## src/rtl/pipeline_ctrl_pkg.sv

```systemverilog
// Shared types and constants for the pipeline hazard controller.
// The state type and the two output bundles (normal flow and reset) live here.
package pipeline_ctrl_pkg;

    localparam int REG_ADDR_W = 5;

    typedef enum logic [0:0] {
        RUN     = 1'b0,
        MC_WAIT = 1'b1
    } state_e;

    typedef struct packed {
        logic pcWrite;
        logic ifIdWrite;
        logic ifIdFlush;
        logic idExWrite;
        logic idExFlush;
        logic exMemFlush;
        logic exMcDone;
    } ctrl_out_t;

    // Free-flowing pipeline: everything advances, nothing is flushed.
    localparam ctrl_out_t CTRL_DEFAULT = '{
        pcWrite:    1'b1,
        ifIdWrite:  1'b1,
        ifIdFlush:  1'b0,
        idExWrite:  1'b1,
        idExFlush:  1'b0,
        exMemFlush: 1'b0,
        exMcDone:   1'b0
    };

    // While reset is held: freeze all writes and bubble every stage.
    localparam ctrl_out_t CTRL_RESET = '{
        pcWrite:    1'b0,
        ifIdWrite:  1'b0,
        ifIdFlush:  1'b1,
        idExWrite:  1'b0,
        idExFlush:  1'b1,
        exMemFlush: 1'b1,
        exMcDone:   1'b0
    };

endpackage

```

## src/rtl/mc_stall_counter.sv

```systemverilog
// Down-counter tracking how many stall cycles a multi-cycle EX op still needs.
// Supports load, decrement (saturating at zero) and zero detection.
module mc_stall_counter #(
    parameter int CNT_W = 3
) (
    input  logic             clk,
    input  logic             rst,
    input  logic             load_i,
    input  logic [CNT_W-1:0] load_val_i,
    input  logic             dec_i,
    output logic             zero_o
);

    logic [CNT_W-1:0] cnt_q;
    logic [CNT_W-1:0] cnt_d;

    // Next count: load has priority over decrement; never wraps below zero.
    always_comb begin
        cnt_d = cnt_q;
        if (load_i) begin
            cnt_d = load_val_i;
        end else if (dec_i && (cnt_q != '0)) begin
            cnt_d = cnt_q - 1'b1;
        end
    end

    // Count register, cleared asynchronously.
    always_ff @(posedge clk or posedge rst) begin
        if (rst) begin
            cnt_q <= '0;
        end else begin
            cnt_q <= cnt_d;
        end
    end

    assign zero_o = (cnt_q == '0);

endmodule

```

## src/rtl/pipeline_hazard_ctrl.sv

```systemverilog
// Hazard/sequencing controller for the 5-stage pipeline: load-use stalls,
// taken-branch flushes and multi-cycle EX op stalls.
// Optional build macro HAZARD_STATS_EN adds saturating stall/flush counters.
// Note: rst_n is active-high despite its name.
module pipeline_hazard_ctrl #(
    parameter int REG_ADDR_W = pipeline_ctrl_pkg::REG_ADDR_W,
    parameter int MC_LATENCY = 4
`ifdef HAZARD_STATS_EN
    , parameter int STAT_W   = 32
`endif
) (
    input  logic                  clk,
    input  logic                  rst_n,
    input  logic [REG_ADDR_W-1:0] idRs1,
    input  logic [REG_ADDR_W-1:0] idRs2,
    input  logic                  idUsesRs1,
    input  logic                  idUsesRs2,
    input  logic [REG_ADDR_W-1:0] exRd,
    input  logic                  exMemRead,
    input  logic                  exBranchTkn,
    input  logic                  exMcOp,
    output logic                  pcWrite,
    output logic                  ifIdWrite,
    output logic                  ifIdFlush,
    output logic                  idExWrite,
    output logic                  idExFlush,
    output logic                  exMemFlush,
    output logic                  exMcDone
`ifdef HAZARD_STATS_EN
    , output logic [STAT_W-1:0]   stallCnt
    , output logic [STAT_W-1:0]   flushCnt
`endif
);

    import pipeline_ctrl_pkg::*;

    localparam int CNT_W = $clog2(MC_LATENCY) + 1;
    localparam logic [CNT_W-1:0] MC_LOAD =
        (MC_LATENCY > 1) ? CNT_W'(MC_LATENCY - 2) : '0;

    state_e    state_q;
    state_e    state_d;
    ctrl_out_t ctrl;
    logic      loadUse;
    logic      mcLoad;
    logic      mcDec;
    logic      mcZero;

    assign loadUse = exMemRead && (exRd != '0) &&
                     (((exRd == idRs1) && idUsesRs1) ||
                      ((exRd == idRs2) && idUsesRs2));

    mc_stall_counter #(
        .CNT_W(CNT_W)
    ) u_mc_cnt (
        .clk       (clk),
        .rst       (rst_n),
        .load_i    (mcLoad),
        .load_val_i(MC_LOAD),
        .dec_i     (mcDec),
        .zero_o    (mcZero)
    );

    // Hazard resolution: chooses outputs and next state; branch > mc op > load-use in RUN.
    always_comb begin
        ctrl    = CTRL_DEFAULT;
        state_d = state_q;
        mcLoad  = 1'b0;
        mcDec   = 1'b0;
        if (rst_n) begin
            ctrl    = CTRL_RESET;
            state_d = RUN;
        end else begin
            unique case (state_q)
                RUN: begin
                    if (exBranchTkn) begin
                        ctrl.ifIdFlush = 1'b1;
                        ctrl.idExFlush = 1'b1;
                    end else if (exMcOp) begin
                        if (MC_LATENCY > 1) begin
                            ctrl.pcWrite    = 1'b0;
                            ctrl.ifIdWrite  = 1'b0;
                            ctrl.idExWrite  = 1'b0;
                            ctrl.exMemFlush = 1'b1;
                            mcLoad          = 1'b1;
                            state_d         = MC_WAIT;
                        end else begin
                            ctrl.exMcDone = 1'b1;
                        end
                    end else if (loadUse) begin
                        ctrl.pcWrite   = 1'b0;
                        ctrl.ifIdWrite = 1'b0;
                        ctrl.idExFlush = 1'b1;
                    end
                end
                MC_WAIT: begin
                    if (!mcZero) begin
                        ctrl.pcWrite    = 1'b0;
                        ctrl.ifIdWrite  = 1'b0;
                        ctrl.idExWrite  = 1'b0;
                        ctrl.exMemFlush = 1'b1;
                        mcDec           = 1'b1;
                    end else begin
                        // Release cycle: op leaves EX; load-use checking is live again.
                        ctrl.exMcDone = 1'b1;
                        state_d       = RUN;
                        if (loadUse) begin
                            ctrl.pcWrite   = 1'b0;
                            ctrl.ifIdWrite = 1'b0;
                            ctrl.idExFlush = 1'b1;
                        end
                    end
                end
                default: state_d = RUN;
            endcase
        end
    end

    // State register; reset aborts any multi-cycle wait immediately.
    always_ff @(posedge clk or posedge rst_n) begin
        if (rst_n) begin
            state_q <= RUN;
        end else begin
            state_q <= state_d;
        end
    end

    assign pcWrite    = ctrl.pcWrite;
    assign ifIdWrite  = ctrl.ifIdWrite;
    assign ifIdFlush  = ctrl.ifIdFlush;
    assign idExWrite  = ctrl.idExWrite;
    assign idExFlush  = ctrl.idExFlush;
    assign exMemFlush = ctrl.exMemFlush;
    assign exMcDone   = ctrl.exMcDone;

`ifdef HAZARD_STATS_EN
    logic [STAT_W-1:0] stallCnt_q;
    logic [STAT_W-1:0] flushCnt_q;

    // Saturating statistics counters for stall and flush cycles.
    always_ff @(posedge clk or posedge rst_n) begin
        if (rst_n) begin
            stallCnt_q <= '0;
            flushCnt_q <= '0;
        end else begin
            if (!ctrl.pcWrite && (stallCnt_q != '1)) begin
                stallCnt_q <= stallCnt_q + 1'b1;
            end
            if ((ctrl.ifIdFlush || ctrl.idExFlush) && (flushCnt_q != '1)) begin
                flushCnt_q <= flushCnt_q + 1'b1;
            end
        end
    end

    assign stallCnt = stallCnt_q;
    assign flushCnt = flushCnt_q;
`endif

    // Multi-cycle ops never branch; a taken branch while waiting is a pipeline bug.
    a_no_branch_in_mc_wait: assert property (
        @(posedge clk) disable iff (rst_n) !((state_q == MC_WAIT) && exBranchTkn)
    );

endmodule

```

## config.mk

```make
export PLATFORM = sky130hd
export DESIGN_NAME = pipeline_hazard_ctrl
export DESIGN_NICKNAME = d
export VERILOG_FILES = /design/src/rtl/pipeline_ctrl_pkg.sv /design/src/rtl/mc_stall_counter.sv /design/src/rtl/pipeline_hazard_ctrl.sv
export SDC_FILE = /design/constraint.sdc
export NUM_CORES = 1
export LEC_CHECK = 0
export BUFFER_PORTS_ARGS = -buffer_cell sky130_fd_sc_hd__buf_4
export CORE_AREA = 2 2 39 41
export CTS_BUF_LIST = sky130_fd_sc_hd__clkbuf_8
export DETAILED_ROUTE_END_ITERATION = 8
export DIE_AREA = 0 0 41 43
export GPL_ROUTABILITY_DRIVEN = 0
export PLACE_DENSITY_LB_ADDON = 0.1
export RECOVER_POWER = 100
export SYNTH_ARGS = -nofsm -noshare
export SYNTH_HDL_FRONTEND = slang
export SYNTH_HIERARCHICAL = 1
export SYNTH_SLANG_ARGS = --single-unit
```

## constraint.sdc

```tcl
create_clock -name clk -period 2.4 [get_ports clk]
set_clock_uncertainty 0.2 [all_clocks]
set_input_delay 0.48 -clock clk [delete_from_list [all_inputs] [get_ports clk]]
set_output_delay 0.48 -clock clk [all_outputs]
set_load 0.03 [all_outputs]
```

==> metrics <==
number of warning messages in the yosys log 6; antenna violation net count after detailed routing 0; main area contributors after synthesis dfrtp_1, xnor2_1, a221o_1; CP startpoint kind input port; Die Footprint about 0.0018 mm2; total of flip-flops plus latches after synthesis 4; Critical Path Fanout Max 2; DPL Wire Length slightly below 1000 um; Die W between 40 and 50 um; count of port buffers added during placement 28; Worst Hold Path EP u_mc_cnt/cnt_q[2]$_DFFE_PP0P_; depth of the CTS H-tree 1; r2r worst-path depth 9; TritonCTS clock tree done; critical path start-end classification in -> out; die height ~43 um; critical path endpoint category output port; Inserted Diodes 0; Arrival @ worst endpoint 1.68 ns; drt via density around 4.8; area fraction in compound gates after synthesis 0.132; first-pass GRT wire length around 1900 um; count of filler cells inserted in the layout 130; Final Critical Period 2.36 ns; post-synth top area share 0.212; area growth from synthesis to layout 74.9%; share of the cycle needed by the critical path after routing 0.982; top library cells by usage in the layout, fill and taps aside buf_4, xnor2_1, inv_1, clkbuf_1, dfrtp_1; portion of the post-synthesis area used by sequential elements 0.212; summed negative setup slack over all endpoints 0 ns; Clk Tree Root Cell clkbuf_8; area taken by multi-input logic gates 385 um2; xor/xnor share of the synthesized area 0.185; clock latency on the worst-skew pair 0.21 ns; number of primary I/O pins 29; most frequent standard cell in the layout excluding fill and tap cells buf_4; total number of vias 525; Achievable Freq 0.424 GHz; most frequent CP cell buf_4; count of pins over their slew limit 0; setup repair after global routing missed its margin false; drt pass-1 iters 4; layout cell share with drive strength beyond 1 0.479; Floorplan Core Area 0.00138 mm2; initial core utilization 0.342; outcome completed; Mapped Cells 57; mux cell area share after synthesis 0; Routed WL 1220 um; mean routed wirelength per cell 11.1 um; Post-Synth Simple-Gate Area 0.315; cell depth of the worst min-delay path 2; number of buffers on the longest clock path 2; initial antenna violation count 0; Sequential cell area approximately 100 um2; count of cell types in the netlist 26; final hold slack 0.445 ns; cts bufs inserted 3; post-synthesis cell area ~470 um2; pwr/cell area 722 mW/mm2; post-synthesis cell type with the largest combined area dfrtp_1; CP max stage delay roughly 0.52 ns; vias in the first global route approximately 450; CTS clock-pin slew for the worst setup and hold paths 0.03 ns; pin count of the biggest net entering global routing 11; GRT Total Usage 0.164; slack of the worst reg-to-reg path between 0.2 and 0.25 ns; Min-Delay Path Class reg -> reg; source of the worst hold timing path u_mc_cnt/cnt_q[2]$_DFFE_PP0P_; Final Hold Fails 0; share of synthesized cell area in full adder, half adder and majority cells 0.0529; cell row count 14; WP data required 1.72 ns; static power due to leakage approximately 0.00038 uW; average instance area after synthesis about 8.3 um2; residual overflow from global routing 0; capture point of the worst reg-to-reg path u_mc_cnt/cnt_q[2]$_DFFE_PP0P_; # Max-Cap Violations 0; cell with the largest stage delay on the worst path or4_4; r2r startpoint u_mc_cnt/cnt_q[0]$_DFFE_PP0P_; final setup violating endpoints 0; clk sinks 4; number of nets at the end of the flow 120; Residual DRC 0; count of routing violations after the opening detailed-route iteration 3; main combinational cell family by area after synthesis simple AND/OR/NAND/NOR gates; ordered cell list for the critical path buf_4, or4_4, o21ai_2, nor3b_1, a21o_1, buf_4; maximum vdd ir drop 0.000563 V
==> layout make-up <==
cell class | count | area share
clock buffer | 3 | 0.0499
multi-input combinational | 46 | 0.466
inverter | 6 | 0.0272
timing repair buffer | 35 | 0.312
sequential | 4 | 0.121
tap | 16 | 0.0242
==> timing repair <==
action                     in CTS  in global routing
hold endpoints to repair        4                  0
buffers inserted                0                  2
setup endpoints to repair       0                  3
resized for setup               0                 10
hold buffers                    1                  0
==> cell families after synthesis <==
kind of cell    Yosys count
simple gates             23
xor+xnor                 10
compound gates            8
buf+inv                   8
flops                     4
fa+ha+maj                 2
other cells               2
==> worst max path at each step <==
stage	endpoint	slack, ns	startpoint
after floorplan	pcWrite	0.02	u_mc_cnt/cnt_q[0]$_DFFE_PP0P_
after global placement	idExFlush	0.04	exRd[1]
after detailed placement	pcWrite	0.03	exRd[1]
after CTS	pcWrite	0.02	exRd[1]
after global routing	pcWrite	0.005	u_mc_cnt/cnt_q[0]$_DFFE_PP0P_
final	idExFlush	0.04	exRd[1]
==> sequential cells by signal, summed over array words and instances, names as in the netlist <==
| signal | flops |
|---|---|
| u_mc_cnt/cnt_q | 3 |
| state_q | 1 |
==> cell usage after synthesis <==
cell type	number
xnor2_1	10
inv_1	6
dfrtp_1	4
a221o_1	3
nor2b_1	3
nor4b_1	3
conb_1	2
ha_1	2
nand2_1	2
nand2b_1	2
nand4_1	2
nor2_1	2
nor3b_1	2
or2_2	2
a21o_1	1
a21oi_1	1
and2b_1	1
and2b_4	1
and3_1	1
buf_4	1
buf_6	1
nor3_1	1
o21ai_0	1
o21ai_2	1
o22ai_1	1
or4_1	1
==> routing by layer <==
metal / track usage / share of wire / vias to the layer above
met5: 0 / 0 / -
met4: 0.120 / 0.0074 / 0
met3: 0.0524 / 0.086 / 2
met2: 0.216 / 0.48 / 17
met1: 0.215 / 0.43 / 237
li1: - / - / 269
==> stage by stage <==
stage / cells / total power, uW / setup WS (ns) / utilization / cell area [um2]
2_1_floorplan: 58 / 297 / 0.0161 / - / 495
3_3_place_gp: 104 / 385 / 0.0405 / 0.530 / 733
3_5_place_dp: 104 / 390 / 0.0279 / 0.530 / 733
4_1_cts: 108 / 541 / 0.0248 / 0.567 / 785
5_1_grt: 110 / 650 / 0.00456 / 0.598 / 827
6_report: 110 / 597 / 0.0427 / 0.598 / 827
==> worst max-delay path: cells and delay by family <==
family	cells	cell delay [ns]
AO/OA/AOI/OAI	2	0.33
buffers and inverters	2	0.27
AND/OR/NAND/NOR	2	0.58
==> report_power, final <==
part / switching (uW) / total [uW] / internal [uW] / leakage, uW
Combinational: 155 / 345 / 189 / 0.000311
Sequential: 18.4 / 114 / 95.2 / 0.0000505
Clock: 32.4 / 139 / 107 / 0.0000216
Note: power is estimated with default switching activity, not from simulation.
